## config.mk

```make
export PLATFORM = sky130hd
export DESIGN_NAME = jt89_regs_flat
export DESIGN_NICKNAME = d
export VERILOG_FILES = /design/src/rtl/jt89_regs_if.sv /design/src/rtl/jt89_regs.sv /design/src/flat_wrapper.sv
export SDC_FILE = /design/constraint.sdc
export NUM_CORES = 1
export LEC_CHECK = 0
export CAP_MARGIN = 0
export CORE_UTILIZATION = 60
export DETAILED_ROUTE_END_ITERATION = 8
export DONT_BUFFER_PORTS = 1
export PLACE_DENSITY_LB_ADDON = 0.12
export REMOVE_ABC_BUFFERS = 1
export SYNTH_ARGS = -nofsm -noshare
export SYNTH_HDL_FRONTEND = slang
export SYNTH_SLANG_ARGS = --single-unit
```

## constraint.sdc

```tcl
create_clock -name clk -period 2.69 [get_ports clk]
set_input_delay 0.1345 -clock clk [delete_from_list [all_inputs] [get_ports clk]]
set_output_delay 0.1345 -clock clk [all_outputs]
set_load 0.005 [all_outputs]
```

## src/rtl/jt89_regs_if.sv

```systemverilog
// CPU bus for the JT89 register file.
//   cs_n  : chip select, active-low         (master -> slave)
//   wr_n  : write strobe, active-low        (master -> slave)
//   din   : data byte                       (master -> slave)
//   ready : 1 = chip can accept a write     (slave -> master)
interface jt89_regs_if;
   logic       cs_n;
   logic       wr_n;
   logic [7:0] din;
   logic       ready;

   modport master (output cs_n, output wr_n, output din, input ready);
   modport slave  (input cs_n, input wr_n, input din, output ready);
endinterface

```

## src/rtl/jt89_regs.sv

```systemverilog
// JT89 PSG register file and SN76489-style write decoder.
// Decodes latch/data bytes into three tone periods, four attenuations and the
// noise control. It also produces the LFSR clear pulse and the READY busy window.
//   clk, rst : system clock, async active-high reset
//   clken    : PSG clock enable, used only by the busy counter
//   bus      : cs_n / wr_n / din in, ready out
//   tone0..2 : 10-bit tone periods
//   vol0..3  : 4-bit attenuations (F = silent), vol3 is noise
//   ctrl3    : noise control ([2] white/periodic, [1:0] rate)
//   clr      : one-cycle pulse after every noise-control write
//
// state | meaning
// IDLE  | ready=1, writes accepted
// BUSY  | ready=0, busy counter running, writes discarded
module jt89_regs #(
   parameter int READY_EN     = 1,
   parameter int READY_CYCLES = 32
) (
   input  logic             clk,
   input  logic             rst,
   input  logic             clken,
   jt89_regs_if.slave       bus,
   output logic [9:0]       tone0,
   output logic [9:0]       tone1,
   output logic [9:0]       tone2,
   output logic [3:0]       vol0,
   output logic [3:0]       vol1,
   output logic [3:0]       vol2,
   output logic [3:0]       vol3,
   output logic [2:0]       ctrl3,
   output logic             clr
);

   localparam logic [0:0] ST_IDLE = 1'b0;
   localparam logic [0:0] ST_BUSY = 1'b1;

   logic [0:0] state_q, state_d;
   logic [7:0] cnt_q, cnt_d;
   logic       wr_act_q, wr_act_d;
   logic [1:0] latch_chan_q, latch_chan_d;
   logic       latch_type_q, latch_type_d;
   logic [9:0] tone_q [3];
   logic [9:0] tone_d [3];
   logic [3:0] vol_q [4];
   logic [3:0] vol_d [4];
   logic [2:0] ctrl3_q, ctrl3_d;
   logic       clr_q, clr_d;

   logic       ready_ok;
   logic       accept;
   logic [1:0] chan;
   logic       typ;

   assign wr_act_d = !bus.cs_n && !bus.wr_n;
   assign ready_ok = (READY_EN == 0) || (state_q == ST_IDLE);
   // Only the first edge of a strobe counts, and only while not busy.
   assign accept   = wr_act_d && !wr_act_q && ready_ok;
   // Latch bytes carry their own target; data bytes reuse the stored latch.
   assign chan     = bus.din[7] ? bus.din[6:5] : latch_chan_q;
   assign typ      = bus.din[7] ? bus.din[4]   : latch_type_q;

   always_comb begin
      state_d      = state_q;
      cnt_d        = cnt_q;
      latch_chan_d = latch_chan_q;
      latch_type_d = latch_type_q;
      tone_d       = tone_q;
      vol_d        = vol_q;
      ctrl3_d      = ctrl3_q;
      clr_d        = 1'b0;

      if (accept) begin
         if (bus.din[7]) begin
            latch_chan_d = bus.din[6:5];
            latch_type_d = bus.din[4];
         end
         if (typ) begin
            vol_d[chan] = bus.din[3:0];
         end else if (chan == 2'd3) begin
            ctrl3_d = bus.din[2:0];
            clr_d   = 1'b1;
         end else begin
            for (int i = 0; i < 3; i++) begin
               if (chan == 2'(i)) begin
                  if (bus.din[7]) tone_d[i][3:0] = bus.din[3:0];
                  else            tone_d[i][9:4] = bus.din[5:0];
               end
            end
         end
         if (READY_EN != 0) begin
            state_d = ST_BUSY;
            cnt_d   = 8'(READY_CYCLES);
         end
      end else if (state_q == ST_BUSY && clken && cnt_q != 8'd0) begin
         cnt_d = cnt_q - 8'd1;
         if (cnt_q == 8'd1) state_d = ST_IDLE;
      end
   end

   always_ff @(posedge clk or posedge rst) begin
      if (rst) begin
         state_q      <= ST_IDLE;
         cnt_q        <= 8'd0;
         wr_act_q     <= 1'b0;
         latch_chan_q <= 2'd0;
         latch_type_q <= 1'b0;
         for (int i = 0; i < 3; i++) tone_q[i] <= 10'd0;
         for (int i = 0; i < 4; i++) vol_q[i]  <= 4'hF;
         ctrl3_q      <= 3'd0;
         clr_q        <= 1'b0;
      end else begin
         state_q      <= state_d;
         cnt_q        <= cnt_d;
         wr_act_q     <= wr_act_d;
         latch_chan_q <= latch_chan_d;
         latch_type_q <= latch_type_d;
         tone_q       <= tone_d;
         vol_q        <= vol_d;
         ctrl3_q      <= ctrl3_d;
         clr_q        <= clr_d;
      end
   end

   assign bus.ready = ready_ok;
   assign tone0     = tone_q[0];
   assign tone1     = tone_q[1];
   assign tone2     = tone_q[2];
   assign vol0      = vol_q[0];
   assign vol1      = vol_q[1];
   assign vol2      = vol_q[2];
   assign vol3      = vol_q[3];
   assign ctrl3     = ctrl3_q;
   assign clr       = clr_q;

endmodule

```

## src/flat_wrapper.sv

```systemverilog
// flat-port wrapper written by rule: the top's interface ports become plain ports
module jt89_regs_flat 
#(
   parameter int READY_EN     = 1,
   parameter int READY_CYCLES = 32
)
  (clk, rst, clken, tone0, tone1, tone2, vol0, vol1, vol2, vol3, ctrl3, clr, bus_cs_n, bus_wr_n, bus_din, bus_ready);
  jt89_regs_if bus_i ();
  input  logic clk;
  input  logic rst;
  input  logic clken;
  output logic [9:0] tone0;
  output logic [9:0] tone1;
  output logic [9:0] tone2;
  output logic [3:0] vol0;
  output logic [3:0] vol1;
  output logic [3:0] vol2;
  output logic [3:0] vol3;
  output logic [2:0] ctrl3;
  output logic clr;
  input wire logic [$bits(bus_i.cs_n)-1:0] bus_cs_n;
  input wire logic [$bits(bus_i.wr_n)-1:0] bus_wr_n;
  input wire logic [$bits(bus_i.din)-1:0] bus_din;
  output wire logic [$bits(bus_i.ready)-1:0] bus_ready;
  assign bus_i.cs_n = bus_cs_n;
  assign bus_i.wr_n = bus_wr_n;
  assign bus_i.din = bus_din;
  assign bus_ready = bus_i.ready;
  jt89_regs #(.READY_EN(READY_EN), .READY_CYCLES(READY_CYCLES)) u_core (.clk(clk), .rst(rst), .clken(clken), .bus(bus_i), .tone0(tone0), .tone1(tone1), .tone2(tone2), .vol0(vol0), .vol1(vol1), .vol2(vol2), .vol3(vol3), .ctrl3(ctrl3), .clr(clr));
endmodule
```

==> results_dict.tcl <==
set metrics [dict create \
    status "complete, but fails checks" \
    violations "hold timing" \
    ys.flop_type "dfrtp_1" \
    synth_edf_count 0 \
    p_clk_share_pct 28.4 \
    p_sw_share_pct 28.6 \
    slew_viol_final 0 \
    required_ns 2.91 \
    routedWlPerCell_um 20.4 \
    grt_use_total_pct 24.6 \
    holdWs_ns -0.0306 \
    pin_count 64 \
    peakVddDrop_v 0.000484 \
    start_util_pct 62.0 \
    ys_seq_area_share_pct 59.1 \
    worst-r2r-setup-slack_ns 0.33 \
    end_kind "register" \
    core_area_um2 4350 \
    cts_tree "done" \
    grt_pass1_vias 1657 \
    synth_area_um2 2700 \
    cts.clk_slew.worst_paths_ns 0.07 \
    postRouteAntennaNets 0 \
    dr.pass1.iters 4 \
    critPathMaxStageDelay_ns 0.56 \
    p_int_mw 1.79 \
    fin_worst_skew_ns 0.00858 \
    root_buffer "clkbuf_8" \
    die_w_um 69.1 \
    place_congestion 0.929 \
    critPathKind "register to register" \
    multi_input_area_um2 1040 \
    cts_setup_buffers 0 \
    drive_gt1_share_pct 37.1 \
    syn2layout_area_growth_pct 11.3 \
    synth.distinct_cells 35 \
    path_cells "or4_1 > or3_1 > or3b_1 > mux2_4" \
    routed_via_density 6.19 \
    hp-class "input port to asynchronous set/reset pin" \
    overflow 0 \
    postSynthCellCount 196 \
    syn_area_per_cell_um2 13.8 \
    netSwitchingPower_mw 0.719 \
    regArea_um2 1600 \
    vias 1641 \
    die_h_um 69.1 \
    p_leak_nw 1.45 \
    min_period_ns 2.36 \
    wl_um 5410 \
    clock_sink_count 63 \
    drt_iter0_markers 88 \
    fin_tns_setup_ns 0 \
    rows 24 \
    worstMarginPinSlew_ns 1.12 \
    fill_cells 311 \
    period_share_pct 87.7 \
    maxCapViolCount 0 \
    clock_latency_ns 0.33 \
    max_slew_margin_pct 25.3 \
    slowest_stage "or4_1" \
    dp_hpwl_um 3610 \
    ctsResizeCount 0 \
    synthArstFlopShare_pct 100 \
    antenna_found_initial 0 \
    htreeDepth 3 \
    grt_pass1_wl_um 8770 \
    grt_max_degree 58 \
    cp-start-kind "register" \
    dieArea_um2 4770 \
    rsz0062_at_grt "false" \
    critical_path_peak_fanout 6 \
    power_density_nw_per_um2 836 \
    arrival_ns 2.58 \
    setup_viol 0 \
    numCtsBuffers 9 \
    combPwrFrac_pct 17.0 \
    ys_ff_latch 63 \
    fmax_ghz 0.424 \
    finalHoldViolations 47 \
    cts_hold_buf 9 \
    nNetsFinal 224 \
    antenna_cells 0 \
    port_buffers 0 \
    cts_buffer_depth 2 \
    drc 0 \
    p_seq_share_pct 54.5 \
    synth_warnings 0 \
]
## flip-flops by register name, summed over array words and instances (netlist names)
register             count
u_core.clr               1
u_core.tone0            10
u_core.vol1              4
u_core.state_q           1
u_core.latch_type_q      1
u_core.ctrl3             3
u_core.vol0              4
u_core.tone2            10
u_core.latch_chan_q      2
u_core.tone1            10
u_core.wr_act_q          1
u_core.vol3              4
u_core.vol2              4
u_core.cnt_q             8
## logic make-up (layout without fill, tap and decap cells)
family | after synthesis | after routing | synth area share, %
adders and majority gates | 3 | 3 | 1.39
muxes | 55 | 55 | 24.5
AOI/OAI and AO/OA | 11 | 11 | 2.55
and+or+nand+nor | 45 | 45 | 9.31
buffers and inverters | 17 | 34 | 2.50
xor gates and xnor gates | 2 | 2 | 0.649
DFF | 63 | 63 | 59.1
## critical path, delay by kind of cell, from the launching register on
family / cells / cell delay (ns)
mux: 1 / 0.35
flops: 1 / 0.42
simple gates: 3 / 1.47
## Yosys cell counts, types with 3 or more instances
| library cell | count | share of area (%) |
|---|---|---|
| inv_1 | 6 | 0.83 |
| or4_1 | 3 | 0.83 |
| mux2_4 | 12 | 6.7 |
| nand2_1 | 11 | 1.5 |
| dfstp_2 | 16 | 16 |
| o21ai_0 | 3 | 0.56 |
| nor2_1 | 11 | 1.5 |
| buf_2 | 3 | 0.56 |
| clkbuf_1 | 7 | 0.97 |
| mux2_1 | 6 | 2.5 |
| ha_1 | 3 | 1.4 |
| mux2i_1 | 3 | 1.1 |
| dfrtp_1 | 47 | 44 |
| mux2_2 | 34 | 14 |
## placed cells by master, fill, tap and decap left out, drive strengths merged, types with 2 or more instances in the layout
cell type,Yosys,routed
nor3,2,2
or3b,2,2
nor3b,2,2
nand2,11,11
nor4,2,2
inv,6,6
ha,3,3
mux2i,3,3
dfrtp,47,47
buf,4,3
dfstp,16,16
a21oi,2,2
a31oi,2,2
nand3,2,2
or3,2,2
or4,3,3
nor2,11,11
xnor2,2,2
clkbuf,7,15
mux2,52,52
o21ai,3,3
dlygate4sd3,0,9
a211oi,2,2
nand4,2,2
## through the flow
stage | setup slack [ns] | std cells | power, mW | utilization [%] | area, µm²
2_1_floorplan | 0.334 | 185 | 1.66 | - | 2660
3_3_place_gp | 0.384 | 240 | 1.74 | 63.0 | 2740
3_5_place_dp | 0.336 | 240 | 1.79 | 63.0 | 2740
4_1_cts | 0.332 | 265 | 2.53 | 69.0 | 3000
5_1_grt | 0.263 | 265 | 2.64 | 69.0 | 3000
6_report | 0.330 | 265 | 2.51 | 69.0 | 3000
## power groups by stage
stage / clock [mW] / combinational (mW) / sequential [mW]
3_3_place_gp: 0 / 0.372 / 1.36
5_1_grt: 0.774 / 0.473 / 1.39
6_report: 0.713 / 0.428 / 1.37
2_1_floorplan: 0 / 0.333 / 1.33
3_5_place_dp: 0 / 0.407 / 1.38
4_1_cts: 0.732 / 0.430 / 1.37
## routing by layer
layer / routed length [µm] / part of all wire [%] / vias up / track usage, %
met5: 0 / 0 / - / 0
met4: 156 / 2.9 / 0 / 12.7
met3: 441 / 8.2 / 19 / 8.63
met2: 2620 / 49 / 91 / 37.3
met1: 2180 / 40 / 824 / 31.1
li1: - / - / 707 / -
## layout make-up
cell class              count  area share, %
clock inverters             1          0.167
multi-input cells         116           34.5
well taps                  52           2.17
inverters                   6          0.750
flip-flops and latches     63           53.1
repair buffers             12           3.75
clock buffers              15           5.54
## path summary, 6_finish.rpt
| check | to | start | cells after the start |
|---|---|---|---|
| hold reg to reg | u_core.cnt_q[6] | u_core.cnt_q[6] | 1 |
| setup / recovery | u_core.tone1[8] | u_core.state_q | 4 |
| hold / removal | u_core.cnt_q[1] | rst | 1 |
| setup reg to reg | u_core.tone1[8] | u_core.state_q | 4 |
| min in group clk | u_core.clr | bus_din[6] | 2 |
| max in group asynchronous | u_core.vol3[2] | rst | 2 |
No activity file was read; power rests on OpenSTA's default activity.
